==> src/rtl/shifter_arbiter_if.sv <==
// Request/result bundle between four shift requesters, the arbiter and the result consumer.
interface shifter_arbiter_if #(
  parameter int N    = 8,
  parameter int LOGN = 3,
  parameter int NREQ = 4
);
  logic [NREQ-1:0]      req_valid;
  logic [NREQ*N-1:0]    req_data;
  logic [NREQ*LOGN-1:0] req_amt;
  logic [NREQ-1:0]      req_ready;
  logic                 res_valid;
  logic [N-1:0]         res_data;
  logic [1:0]           res_id;
  logic                 res_ready;

  modport master (
    output req_valid, req_data, req_amt, res_ready,
    input  req_ready, res_valid, res_data, res_id
  );
  modport slave (
    input  req_valid, req_data, req_amt, res_ready,
    output req_ready, res_valid, res_data, res_id
  );
endinterface

==> src/rtl/shifter_arbiter.sv <==
// Round-robin arbiter sharing one combinational rotate-left barrel shifter
// among four requesters, with a single registered result slot.
module barrel_shifter #(
  parameter int N    = 8,
  parameter int LOGN = 3
) (
  input  logic [N-1:0]    in,
  input  logic [LOGN-1:0] sh_sel,
  output logic [N-1:0]    out
);
  logic [LOGN:0][N-1:0] st;

  assign st[0] = in;
  for (genvar k = 0; k < LOGN; k++) begin : g_stage
    localparam int SH = 1 << k;
    assign st[k+1] = sh_sel[k] ? {st[k][N-1-SH:0], st[k][N-1:N-SH]} : st[k];
  end
  assign out = st[LOGN];
endmodule

module shifter_arbiter #(
  parameter int N    = 8,
  parameter int LOGN = 3,
  parameter int NREQ = 4
) (
  input  logic            clk,
  input  logic            rst,
  shifter_arbiter_if.slave bus
);
  logic [1:0]      ptr_q, ptr_d;
  logic            res_valid_q, res_valid_d;
  logic [N-1:0]    res_data_q, res_data_d;
  logic [1:0]      res_id_q, res_id_d;

  logic [1:0]      gidx;
  logic            any_req, slot_free, xfer;
  logic [N-1:0]    sh_in, sh_out;
  logic [LOGN-1:0] sh_amt;

  // Scan downward so the lowest offset from ptr is the last (winning) assignment.
  always_comb begin
    gidx = ptr_q;
    for (int k = NREQ-1; k >= 0; k--) begin
      if (bus.req_valid[ptr_q + 2'(k)]) gidx = ptr_q + 2'(k);
    end
  end

  assign any_req   = |bus.req_valid;
  assign slot_free = !res_valid_q || bus.res_ready;
  assign xfer      = any_req && slot_free && !rst;
  assign bus.req_ready = xfer ? (NREQ'(1) << gidx) : '0;

  assign sh_in  = bus.req_data[gidx*N +: N];
  assign sh_amt = bus.req_amt[gidx*LOGN +: LOGN];

  barrel_shifter #(.N(N), .LOGN(LOGN)) u_shifter (
    .in     (sh_in),
    .sh_sel (sh_amt),
    .out    (sh_out)
  );

  always_comb begin
    ptr_d       = ptr_q;
    res_valid_d = res_valid_q;
    res_data_d  = res_data_q;
    res_id_d    = res_id_q;
    if (xfer) begin
      res_data_d  = sh_out;
      res_id_d    = gidx;
      res_valid_d = 1'b1;
      ptr_d       = gidx + 2'd1;
    end else if (res_valid_q && bus.res_ready) begin
      res_valid_d = 1'b0;
    end
  end

  always_ff @(posedge clk) begin
    if (rst) begin
      ptr_q       <= '0;
      res_valid_q <= 1'b0;
      res_data_q  <= '0;
      res_id_q    <= '0;
    end else begin
      ptr_q       <= ptr_d;
      res_valid_q <= res_valid_d;
      res_data_q  <= res_data_d;
      res_id_q    <= res_id_d;
    end
  end

  assign bus.res_valid = res_valid_q;
  assign bus.res_data  = res_data_q;
  assign bus.res_id    = res_id_q;
endmodule

==> src/flat_wrapper.sv <==
// flat-port wrapper written by rule: the top's interface ports become plain ports
module shifter_arbiter_flat 
#(
  parameter int N    = 8,
  parameter int LOGN = 3,
  parameter int NREQ = 4
)
  (clk, rst, bus_req_valid, bus_req_data, bus_req_amt, bus_res_ready, bus_req_ready, bus_res_valid, bus_res_data, bus_res_id);
  shifter_arbiter_if #(.N(N), .LOGN(LOGN), .NREQ(NREQ)) bus_i ();
  input  logic clk;
  input  logic rst;
  input wire logic [$bits(bus_i.req_valid)-1:0] bus_req_valid;
  input wire logic [$bits(bus_i.req_data)-1:0] bus_req_data;
  input wire logic [$bits(bus_i.req_amt)-1:0] bus_req_amt;
  input wire logic [$bits(bus_i.res_ready)-1:0] bus_res_ready;
  output wire logic [$bits(bus_i.req_ready)-1:0] bus_req_ready;
  output wire logic [$bits(bus_i.res_valid)-1:0] bus_res_valid;
  output wire logic [$bits(bus_i.res_data)-1:0] bus_res_data;
  output wire logic [$bits(bus_i.res_id)-1:0] bus_res_id;
  assign bus_i.req_valid = bus_req_valid;
  assign bus_i.req_data = bus_req_data;
  assign bus_i.req_amt = bus_req_amt;
  assign bus_i.res_ready = bus_res_ready;
  assign bus_req_ready = bus_i.req_ready;
  assign bus_res_valid = bus_i.res_valid;
  assign bus_res_data = bus_i.res_data;
  assign bus_res_id = bus_i.res_id;
  shifter_arbiter #(.N(N), .LOGN(LOGN), .NREQ(NREQ)) u_core (.clk(clk), .rst(rst), .bus(bus_i));
endmodule
==> config.mk <==
export PLATFORM = sky130hd
export DESIGN_NAME = shifter_arbiter_flat
export DESIGN_NICKNAME = d
export VERILOG_FILES = /design/src/rtl/shifter_arbiter_if.sv /design/src/rtl/shifter_arbiter.sv /design/src/flat_wrapper.sv
export SDC_FILE = /design/constraint.sdc
export NUM_CORES = 1
export LEC_CHECK = 0
export CORE_MARGIN = 10
export CORE_UTILIZATION = 35
export DETAILED_ROUTE_END_ITERATION = 10
export PLACE_DENSITY = 0.76
export SLEW_MARGIN = 20
export SYNTH_ARGS = -nofsm -noshare
export SYNTH_HDL_FRONTEND = slang
export SYNTH_HIERARCHICAL = 1
export SYNTH_SLANG_ARGS = --single-unit
==> constraint.sdc <==
create_clock -name clk -period 3.55 [get_ports clk]
set_input_delay 1.065 -clock clk [delete_from_list [all_inputs] [get_ports clk]]
set_output_delay 1.065 -clock clk [all_outputs]
set_load 0.1 [all_outputs]
# Word-level counts from Yosys, hierarchy flattened
# Cells that the tools add are included.
[word_totals] register_bits=13 in_bits=51 output_inout_bits=15 wordCells=42
[classes] addsub=4 n_mul=1 n_lt_le_gt_ge=4 n_shift=3 muxes=18 n_reduce_logical=8
[ops] operator="32-bit by 6-bit variable part select with 8-bit output" n=1
[ops] operator="8-bit 2-to-1 mux" n=3
[ops] operator="2-bit by 3-bit < comparator with 1-bit output (second input constant)" n=4
[ops] operator="12-bit by 5-bit variable part select with 3-bit output" n=1
[ops] operator="1-bit binary-select mux with 2-bit select" n=4
[ops] operator="2-bit 2-to-1 mux" n=4
[ops] operator="1-bit 2-to-1 mux" n=6
[ops] operator="2-bit by 1-bit adder with 2-bit output (second input constant)" n=2
[ops] operator="2-bit adder (second input constant)" n=2
[ops] operator="2-bit by 2-bit multiplier with 4-bit output (second input constant)" n=1
[ops] operator="4-bit 2-to-1 mux" n=1
[ops] operator="4-bit OR reduction" n=1
[ops] operator="1-bit by 2-bit << shifter with 4-bit output (first input constant)" n=1
[ops] operator="1-bit logical AND" n=3
[ops] operator="1-bit logical NOT" n=2
[ops] operator="2-bit nonzero test" n=1
[ops] operator="1-bit logical OR" n=1

# Longest topological paths before layout
# Gate-level depths: netlist of run 1.
[logic_depth] ltp_word=12 depth_mapped=10 depth_no_buf=8

# By module
# The synthesis of run 1 kept the hierarchy.
[by_module_without_submodules] mod="shifter_arbiter" n_inst=1 cells_each=89 area_each_um2=904.6 seq_area_each_um2=260.2
[by_module_without_submodules] mod="barrel_shifter" n_inst=1 cells_each=19 area_each_um2=326.6 seq_area_each_um2=0.0

# Least setup slack after synthesis of run 1
# Ideal clock, no wire load.
[synth_timing] kind="input to output" startpoint="in bus_req_valid[0]" endpoint="out bus_req_ready[0]" arrival_ns=3.944 required_time_ns=2.485 setup_slack_ns=-1.459 cell_stages=5 n_path_buf=1 path_cell_list="inv_2 o21ai_0 o32ai_4 buf_6 nor3b_1"
[synth_via] elab_chain_len=8 word_cells_on_any_way=17 cone_classes="1 x shift; 13 x mux; 3 x reduce/logical"
[synth_rtl] element="start: declaration" line_no="flat_wrapper.sv:12" text="input wire logic [$bits(bus_i.req_valid)-1:0] bus_req_valid;"
[synth_rtl] element="1-bit binary-select mux with 2-bit select" line_no="shifter_arbiter.sv:44" text="if (bus.req_valid[ptr_q + 2'(k)]) gidx = ptr_q + 2'(k);"
[synth_rtl] element="1-bit 2-to-1 mux (implied by the code)" line_no="shifter_arbiter.sv:44"
[synth_rtl] element="2-bit 2-to-1 mux (4 in series)" line_no="shifter_arbiter.sv:44"
[synth_rtl] element="1-bit by 2-bit << shifter with 4-bit output" line_no="shifter_arbiter.sv:51" text="assign bus.req_ready = xfer ? (NREQ'(1) << gidx) : '0;"
[synth_rtl] element="4-bit 2-to-1 mux (*)" line_no="shifter_arbiter.sv:51"
[synth_rtl] element="end: declaration" line_no="flat_wrapper.sv:16" text="output wire logic [$bits(bus_i.req_ready)-1:0] bus_req_ready;"
# Mark *: on every way between the ends. The rest lies on a longest branch, timed or not. The select of a mux whose other input is x is not followed.

# Final worst setup path of run 1
[layout_timing] startpoint="in bus_res_ready" endpoint="out bus_req_ready[0]"
[layout_via] elab_chain_len=4
[layout_rtl] element="start: declaration" line_no="flat_wrapper.sv:15" text="input wire logic [$bits(bus_i.res_ready)-1:0] bus_res_ready;"
[layout_rtl] element="1-bit logical OR" line_no="shifter_arbiter.sv:49" text="assign slot_free = !res_valid_q || bus.res_ready;"
[layout_rtl] element="1-bit logical AND (2 in series)" line_no="shifter_arbiter.sv:50" text="assign xfer = any_req && slot_free && !rst;"
[layout_rtl] element="4-bit 2-to-1 mux" line_no="shifter_arbiter.sv:51"
# Every way passes these cells.

==> key figures, run 1 <==
Outcome
  – Status: completed

Setup path
  – Critical Path RT: 2480 ps
  – Worst setup EP type: output port
  – CP arrival: 2460 ps
  – Crit Path Class: in2out
  – Startpoint class of the critical path: input pin
  – Critical-path maximum fanout: 5

Yosys
  – Syn Inst Count: 108
  – Ys async rst share: 0%
  – Sequential share of the synthesized area: 21.1%
  – Commonest cells in the netlist: mux4_1, nand2_1, dfxtp_1
  – Post-synth top area share: 29.9%
  – Synth area leader: mux4_1
  – Netlist cell types: 29
  – Top_reg_cell synth: dfxtp_1
  – Synth warnings: 6
  – Post-synth net total: 159
  – Synth area leaders: mux4_1, dfxtp_1, mux4_2, mux2_2, nand2b_1
  – Synth Cell Area: 1230 um^2
  – Flops & latches, synth: 13
  – Post-synth EDFFs: 0
  – Avg Inst Size Synth: 11.4 um^2

Floorplan
  – I/O Pins: 66
  – Initial core utilization: 36.6%
  – Die Height: 79.3 um
  – Die area: 6290 um^2
  – Row cnt: 21
  – Die width: 79.3 um
  – Core area: 3360 um^2

GRT
  – Initial antenna violation count: 0
  – Largest net degree at the start of global routing: 22
  – First-pass GRT wire length: 6510 um
  – Vias in the first global route: 1382
  – GRT Residual Overflow: 0
  – Global-route usage over all layers: 12.6%

Clock tree
  – CTS tree: done
  – Clk_lat worst skew: 270 ps
  – CTS Buffer Depth: 2
  – CTS Sinks: 13
  – Clk root buf: clkbuf_4
  – Inserted Clock Buffers: 3
  – Clock transition at path regs: 80 ps
  – CTS Hold Bufs: 0
  – Htree depth: 1

Timing
  – Worst slew margin: 74.1%
  – Final-report setup violation count: 0
  – Final WS setup: 26.1 ps
  – Pins Over Slew Limit: 0
  – Setup_tns: 0 ps
  – Unrepaired setup endpoints after global routing: true
  – WHS: 452 ps
  – Clock skew: 2.79 ps
  – Final hold violation count: 0
  – Worst-margin pin slew: 389 ps
  – Fin crit period: 3520 ps
  – Fmax: 0.284 GHz
  – Crit share post-route: 99.3%

Final layout
  – Layout cells sized above 1: 42.3%
  – Nets@finish: 246
  – Ant diodes: 0
  – Final core utilization: 64.4%
  – Synthesis-to-finish area growth: 75.8%

Detailed routing
  – Vias/cell: 5.25
  – Pre-antenna DRT Iters: 4
  – Antenna-violating nets left: 0
  – Post-Route WL: 4070 um
  – Vias post-DR: 1259
  – Post-DR wirelength/cell: 17.0 um
  – Iteration-0 DRC Markers: 58
  – DRC Markers: 0

Place
  – Hpwl dp: 3390 um
  – PortBufs: 65
  – Pre-CTS WS: -600 ps
  – Final Wtd Congestion: 0.830

Power and ir drop
  – Total leakage power: 0.862 nW
  – Overall power: 1.00 mW
  – P per Cell Area: 464 nW/um^2
  – Peak supply drop: 0.202 mV

Worst hold path
  – Worst Hold Class: reg2reg

Run
  – Number of max-cap violations: 0
[cells in the final DEF, fill, tap and decap left out, drive strengths merged]
cell	Yosys	final
clkdlybuf4s50	0	46
buf	6	44
mux4	19	19
nand2	14	14
dfxtp	13	13
nand2b	9	9
o21ai	9	9
mux2	8	8
nor2	6	6
inv	5	5
clkbuf	3	4
o22ai	3	3
a21oi	2	2
nor3b	2	2
nor3	2	2
a211oi	2	2
clkdlybuf4s15	0	1
o32ai	1	1
a222oi	1	1
nor4	1	1
and3	1	1
xnor2	1	1
[state kept, by name (all words and copies together), names as in the netlist]
name / cells
u_core/bus.res_id: 2
u_core/bus.res_data: 8
u_core/ptr_q: 2
u_core/bus.res_valid: 1
[metrics by stage]
stage                     area [um^2]  instances
after floorplan                  1280        108
after global placement           2080        231
after detailed placement         2080        231
after CTS                        2140        238
after global routing             2160        240
final                            2160        240
[cell families after synthesis]
| kind of cell | count (synthesis) | share of synthesized area (%) |
|---|---|---|
| buffers and inverters | 14 | 6.50 |
| muxes | 27 | 46.3 |
| xor gates and xnor gates | 1 | 0.712 |
| DFF | 13 | 21.1 |
| and+or+nand+nor | 35 | 14.6 |
| AOI/OAI and AO/OA | 18 | 10.7 |
[worst max-delay path: stages]
cell and delay (ps):
clkdlybuf4s50_1 450, nand2b_4 120, nor3b_4 310, nor3b_4 290, buf_12 200
[report_power, final]
group / internal [mW] / total [mW] / switching (mW)
Clock: 0.0436 / 0.0891 / 0.0455
Combinational: 0.301 / 0.714 / 0.414
Sequential: 0.179 / 0.201 / 0.0226
[routing by layer]
metal	vias up	track usage (%)	part of all wire (%)
met4	0	4.66	2.0
met2	55	22.7	52
met5	-	0	0
met1	600	12.7	37
met3	8	4.95	8.8
li1	596	-	-
[path summary, 6_finish.rpt]
check / from / to / slack (ps) / cells past startpoint
max: bus_res_ready / bus_req_ready[0] / 30 / 5
min: u_core/bus.res_id[0] / u_core/bus.res_id[0] / 450 / 2
max reg2reg: u_core/ptr_q[1] / u_core/bus.res_data[6] / 630 / 10
min reg2reg: u_core/bus.res_id[0] / u_core/bus.res_id[0] / 450 / 2
[timing repair]
action	in CTS	in global routing
setup buffers	3	2
resized for setup	17	15
pin swaps	4	3
setup endpoints to repair	12	10
endpoints found under the hold margin	0	0
[final cells by class]
class                           count  area, um^2
Clock buffer                        4        26.3
Multi-Input combinational cell     81         938
Sequential cell                    13         260
Inverter                            5        23.8
Fill cell                         280        1200
Timing Repair Buffer               91         858
Tap cell                           46        57.6
Power figures use the tool's default switching activity.
==> run 2, diff against run 1 <==
Settings changed: CAP_MARGIN set to 40, PLACE_DENSITY 0.76 to unset, PLACE_DENSITY_LB_ADDON set to 0.1.
==> key figures, run 2 (synthesis results as in run 1) <==
GRT
  – Vias in the first global route: 1336
  – First-pass GRT wire length: 6580 um
  – Initial antenna violation count: 0
  – Largest net degree at the start of global routing: 22
  – Global-route usage over all layers: 13.0%
  – GRT Residual Overflow: 0

Timing
  – Fin crit period: 3500 ps
  – Worst slew margin: 74.5%
  – Final-report setup violation count: 0
  – Worst-margin pin slew: 382 ps
  – WHS: 445 ps
  – Clock skew: 2.79 ps
  – Pins Over Slew Limit: 0
  – Final WS setup: 54.6 ps
  – Final hold violation count: 0
  – Crit share post-route: 98.5%
  – Unrepaired setup endpoints after global routing: true
  – Setup_tns: 0 ps
  – Fmax: 0.286 GHz

Detailed routing
  – Pre-antenna DRT Iters: 7
  – Post-Route WL: 4110 um
  – Iteration-0 DRC Markers: 52
  – Post-DR wirelength/cell: 17.2 um
  – DRC Markers: 0
  – Antenna-violating nets left: 0
  – Vias/cell: 5.16
  – Vias post-DR: 1227

Final layout
  – Layout cells sized above 1: 40.1%
  – Final Instance Area: 2130 um^2
  – Finished Layout Cells: 238
  – Most common library cell in the layout ignoring fill and taps: clkdlybuf4s50_1
  – Nets@finish: 244
  – Ant diodes: 0
  – Max FFs per register: 8
  – Most frequent cells in the layout: clkdlybuf4s50_1, buf_4, dfxtp_1
  – Final core utilization: 63.4%
  – Fill count: 298
  – Synthesis-to-finish area growth: 73.1%

Setup path
  – R2R depth: 11
  – Startpoint class of the critical path: input pin
  – Cell mode on critical path: buf_4
  – WP buf/inv: 5
  – Critical Path RT: 2480 ps
  – Critical-path maximum fanout: 3
  – Worst path top cell family by delay: buffers and inverters
  – Slowest cell on the critical path: a222oi_1
  – Crit Path Class: in2out
  – CP arrival: 2430 ps
  – Cell Chain, Critical Path: buf_2 > buf_4 > nor2_2 > o22ai_1 > a222oi_1 > buf_4 > buf_6 > nand2_2 > nor2_4 > buf_12
  – Worst stage delay on the critical path: 280 ps
  – Worst setup EP type: output port
  – CP Depth: 10

Clock tree
  – Htree depth: 1
  – CTS Buffer Depth: 2
  – Clock transition at path regs: 80 ps
  – Clk root buf: clkbuf_4
  – CTS tree: done
  – CTS Sinks: 13
  – Clk_lat worst skew: 270 ps
  – Inserted Clock Buffers: 3

Power and ir drop
  – Peak supply drop: 0.166 mV
  – P per Cell Area: 466 nW/um^2
  – Overall power: 994 uW
  – Total leakage power: 0.848 nW

Place
  – Pre-CTS WS: -562 ps
  – Dpl cell area: 2060 um^2
  – Final Wtd Congestion: 0.773
  – Hpwl dp: 3460 um
  – PortBufs: 65
  – # placed instances: 228

Floorplan
  – Initial core utilization: 36.6%
  – Die width: 79.3 um
  – I/O Pins: 66
  – Core area: 3360 um^2
  – Die Height: 79.3 um
  – Die area: 6290 um^2
  – Row cnt: 21

Run
  – Number of max-cap violations: 0

Worst hold path
  – Hold Path Stages: 2
  – Worst Hold Class: reg2reg

Outcome
  – Status: completed
-- run 2: changes by cell type in the layout (fill, tap and decap cells not counted), sizes merged --
cell	previous run	this run
buf	44	41
clkdlybuf4s15	1	0
clkbuf	4	6
-- run 2: worst register-to-register path, cell delays in order (launching register included) --
cell,delay (ps)
dfxtp_1,480
o22ai_1,120
a222oi_1,340
buf_4,200
buf_4,100
buf_4,150
mux4_1,280
buf_4,190
mux4_1,470
mux2_2,280
nand2_1,60
o21ai_0,80
-- run 2: worst paths after layout --
check	from	end	slack [ps]
worst max-delay path	bus_req_valid[0]	bus_req_ready[1]	50
worst min-delay path	u_core/bus.res_id[1]	u_core/bus.res_id[1]	440
worst max register to register	u_core/ptr_q[1]	u_core/bus.res_data[0]	680
worst min register to register	u_core/bus.res_id[1]	u_core/bus.res_id[1]	440
-- run 2: timing repair --
item / CTS / global route
gates cloned: 0 / 0
pin swaps: 4 / 4
gates resized for setup: 14 / 13
hold buffers: 0 / 0
setup endpoints to repair: 12 / 12
buffers inserted: 5 / 1
-- run 2: final cells by class --
cell class | instances | area, um^2 | area share, %
well taps | 46 | 57.6 | 2.70
inverters | 5 | 23.8 | 1.12
clock buffers | 4 | 26.3 | 1.23
multi-input cells | 81 | 925 | 43.4
repair buffers | 89 | 838 | 39.3
flip-flops and latches | 13 | 260 | 12.2
-- run 2: report_power, final --
part / internal, mW / total [mW] / switching, mW
clock: 0.0435 / 0.0916 / 0.0482
sequential: 0.178 / 0.199 / 0.0200
combinational: 0.293 / 0.704 / 0.410
total: 0.515 / 0.994 / 0.478
-- run 2: layer usage --
layer / vias up / routed length (um) / track usage (%)
li1: 589 / - / -
met1: 591 / 1570 / 13.3
met2: 43 / 2310 / 26.1
met3: 4 / 206 / 3.49
met4: 0 / 12 / 1.61
met5: - / 0 / 0
==> run 3, diff against run 2 <==
Settings changed: GPL_TIMING_DRIVEN set to 1, MAX_ROUTING_LAYER set to met4.
==> key figures, run 3 (synthesis results as in run 1) <==
Final layout
  – Synthesis-to-finish area growth: 73.1%
  – Layout cells sized above 1: 40.1%
  – Nets@finish: 244
  – Ant diodes: 0
  – Max FFs per register: 8
  – Final core utilization: 63.4%
  – Most frequent cells in the layout: clkdlybuf4s50_1, buf_4, dfxtp_1
  – Finished Layout Cells: 238
  – Most common library cell in the layout ignoring fill and taps: clkdlybuf4s50_1

GRT
  – GRT Residual Overflow: 0
  – Vias in the first global route: 1341
  – First-pass GRT wire length: 6560 um
  – Largest net degree at the start of global routing: 22
  – Global-route usage over all layers: 13.4%
  – Initial antenna violation count: 0

Timing
  – Clock skew: 1.80 ps
  – Unrepaired setup endpoints after global routing: true
  – Fin crit period: 3500 ps
  – Worst slew margin: 74.8%
  – Worst-margin pin slew: 379 ps
  – Final hold violation count: 0
  – WHS: 447 ps
  – Pins Over Slew Limit: 0
  – Setup_tns: 0 ps
  – Crit share post-route: 98.5%
  – Final-report setup violation count: 0
  – Fmax: 0.286 GHz

Power and ir drop
  – NetSw: 478 uW
  – P per Cell Area: 466 nW/um^2
  – Switching part of the total: 48.1%
  – Total leakage power: 0.848 nW
  – Peak supply drop: 0.166 mV
  – Clk pwr share: 9.2%
  – Comb power frac: 70.8%
  – Sequential share of power: 20.0%
  – Cell Int Power: 515 uW

Floorplan
  – Row cnt: 21
  – Core area: 3360 um^2
  – I/O Pins: 66
  – Die width: 79.3 um
  – Initial core utilization: 36.6%
  – Die Height: 79.3 um
  – Die area: 6290 um^2

Run
  – Number of max-cap violations: 0

Detailed routing
  – Post-DR wirelength/cell: 17.2 um
  – Vias post-DR: 1227
  – Antenna-violating nets left: 0
  – DRC Markers: 0
  – Vias/cell: 5.16
  – Iteration-0 DRC Markers: 57
  – Post-Route WL: 4100 um
  – Pre-antenna DRT Iters: 7

Worst hold path
  – Worst hold endpoint: u_core/bus.res_id[1]
  – Hold Path Stages: 2
  – Worst hold start: u_core/bus.res_id[1]
  – Worst Hold Class: reg2reg

Clock tree
  – CTS tree: done
  – CTS Sinks: 13
  – CTS Hold Bufs: 0
  – Htree depth: 1
  – CTS Buffer Depth: 2
  – Inserted Clock Buffers: 3
  – Clk_lat worst skew: 270 ps
  – Clk root buf: clkbuf_4
  – Clock transition at path regs: 80 ps

Place
  – PortBufs: 65
  – Hpwl dp: 3460 um
  – Final Wtd Congestion: 0.783
  – # placed instances: 228

Setup path
  – Worst setup EP type: output port
  – Critical R2R Capture: u_core/bus.res_data[0]
  – R2R depth: 11
  – Critical Path RT: 2480 ps
  – Worst R2R Start: u_core/ptr_q[1]
  – Reg2reg setup slack: 680 ps
  – CP arrival: 2430 ps
  – Startpoint class of the critical path: input pin
  – Critical-path maximum fanout: 5
  – Crit Path Class: in2out

Outcome
  – Status: completed
[run 3: cell counts in the layout (fill, tap and decap cells not counted)]
No cell type changed its count.
[run 3: area by class of cell]
class                      instances  area (um^2)
clock buffer                       4         26.3
fill                             298         1230
inverter                           5         23.8
multi-input combinational         81          925
sequential                        13          260
tap                               46         57.6
timing repair buffer              89          838
[run 3: worst max-delay path: stages]
cell	delay (ps)
clkdlybuf4s50_1	460
nand2b_1	120
nor3b_4	300
nor3b_4	280
buf_12	200
[run 3: power by group through the flow]
stage               sequential, mW  clock (mW)  combinational (mW)
floorplan                    0.414           0               0.284
detailed placement           0.201           0               0.682
global route                 0.202       0.103               0.741
CTS                          0.199      0.0946               0.699
global placement             0.201           0               0.669
finish                       0.198      0.0916               0.704
[run 3: layer usage]
metal	share of wire, %	global-route usage (%)	wire [um]
met5	0	-	0
met4	0.20	1.61	8
met3	4.4	3.04	179
met2	57	26.3	2340
met1	38	13.5	1580
[run 3: repair_timing]
item / CTS / global route
pin swaps: 4 / 4
resized for setup: 14 / 13
setup buffers: 5 / 1
endpoints found under the setup margin: 12 / 12
[run 3: worst max path at each step]
stage	start	end	slack, ps
2_1_floorplan	bus_req_valid[0]	bus_req_ready[0]	0.04
3_3_place_gp	bus_req_valid[0]	u_core/bus.res_data[7]	-550
3_5_place_dp	bus_req_valid[0]	u_core/bus.res_data[0]	-560
4_1_cts	bus_req_valid[0]	bus_req_ready[1]	4
5_1_grt	bus_req_valid[0]	bus_req_ready[1]	-4
6_report	bus_res_ready	bus_req_ready[0]	50
[run 3: metrics by stage]
stage	cell area [um^2]	total power, mW	setup slack, ps
after global routing	2130	1.05	-4.17
final	2130	0.994	54.8
after CTS	2150	0.993	3.71
after global placement	2060	0.870	-550
after floorplan	1280	0.698	0.0355
after detailed placement	2060	0.884	-562
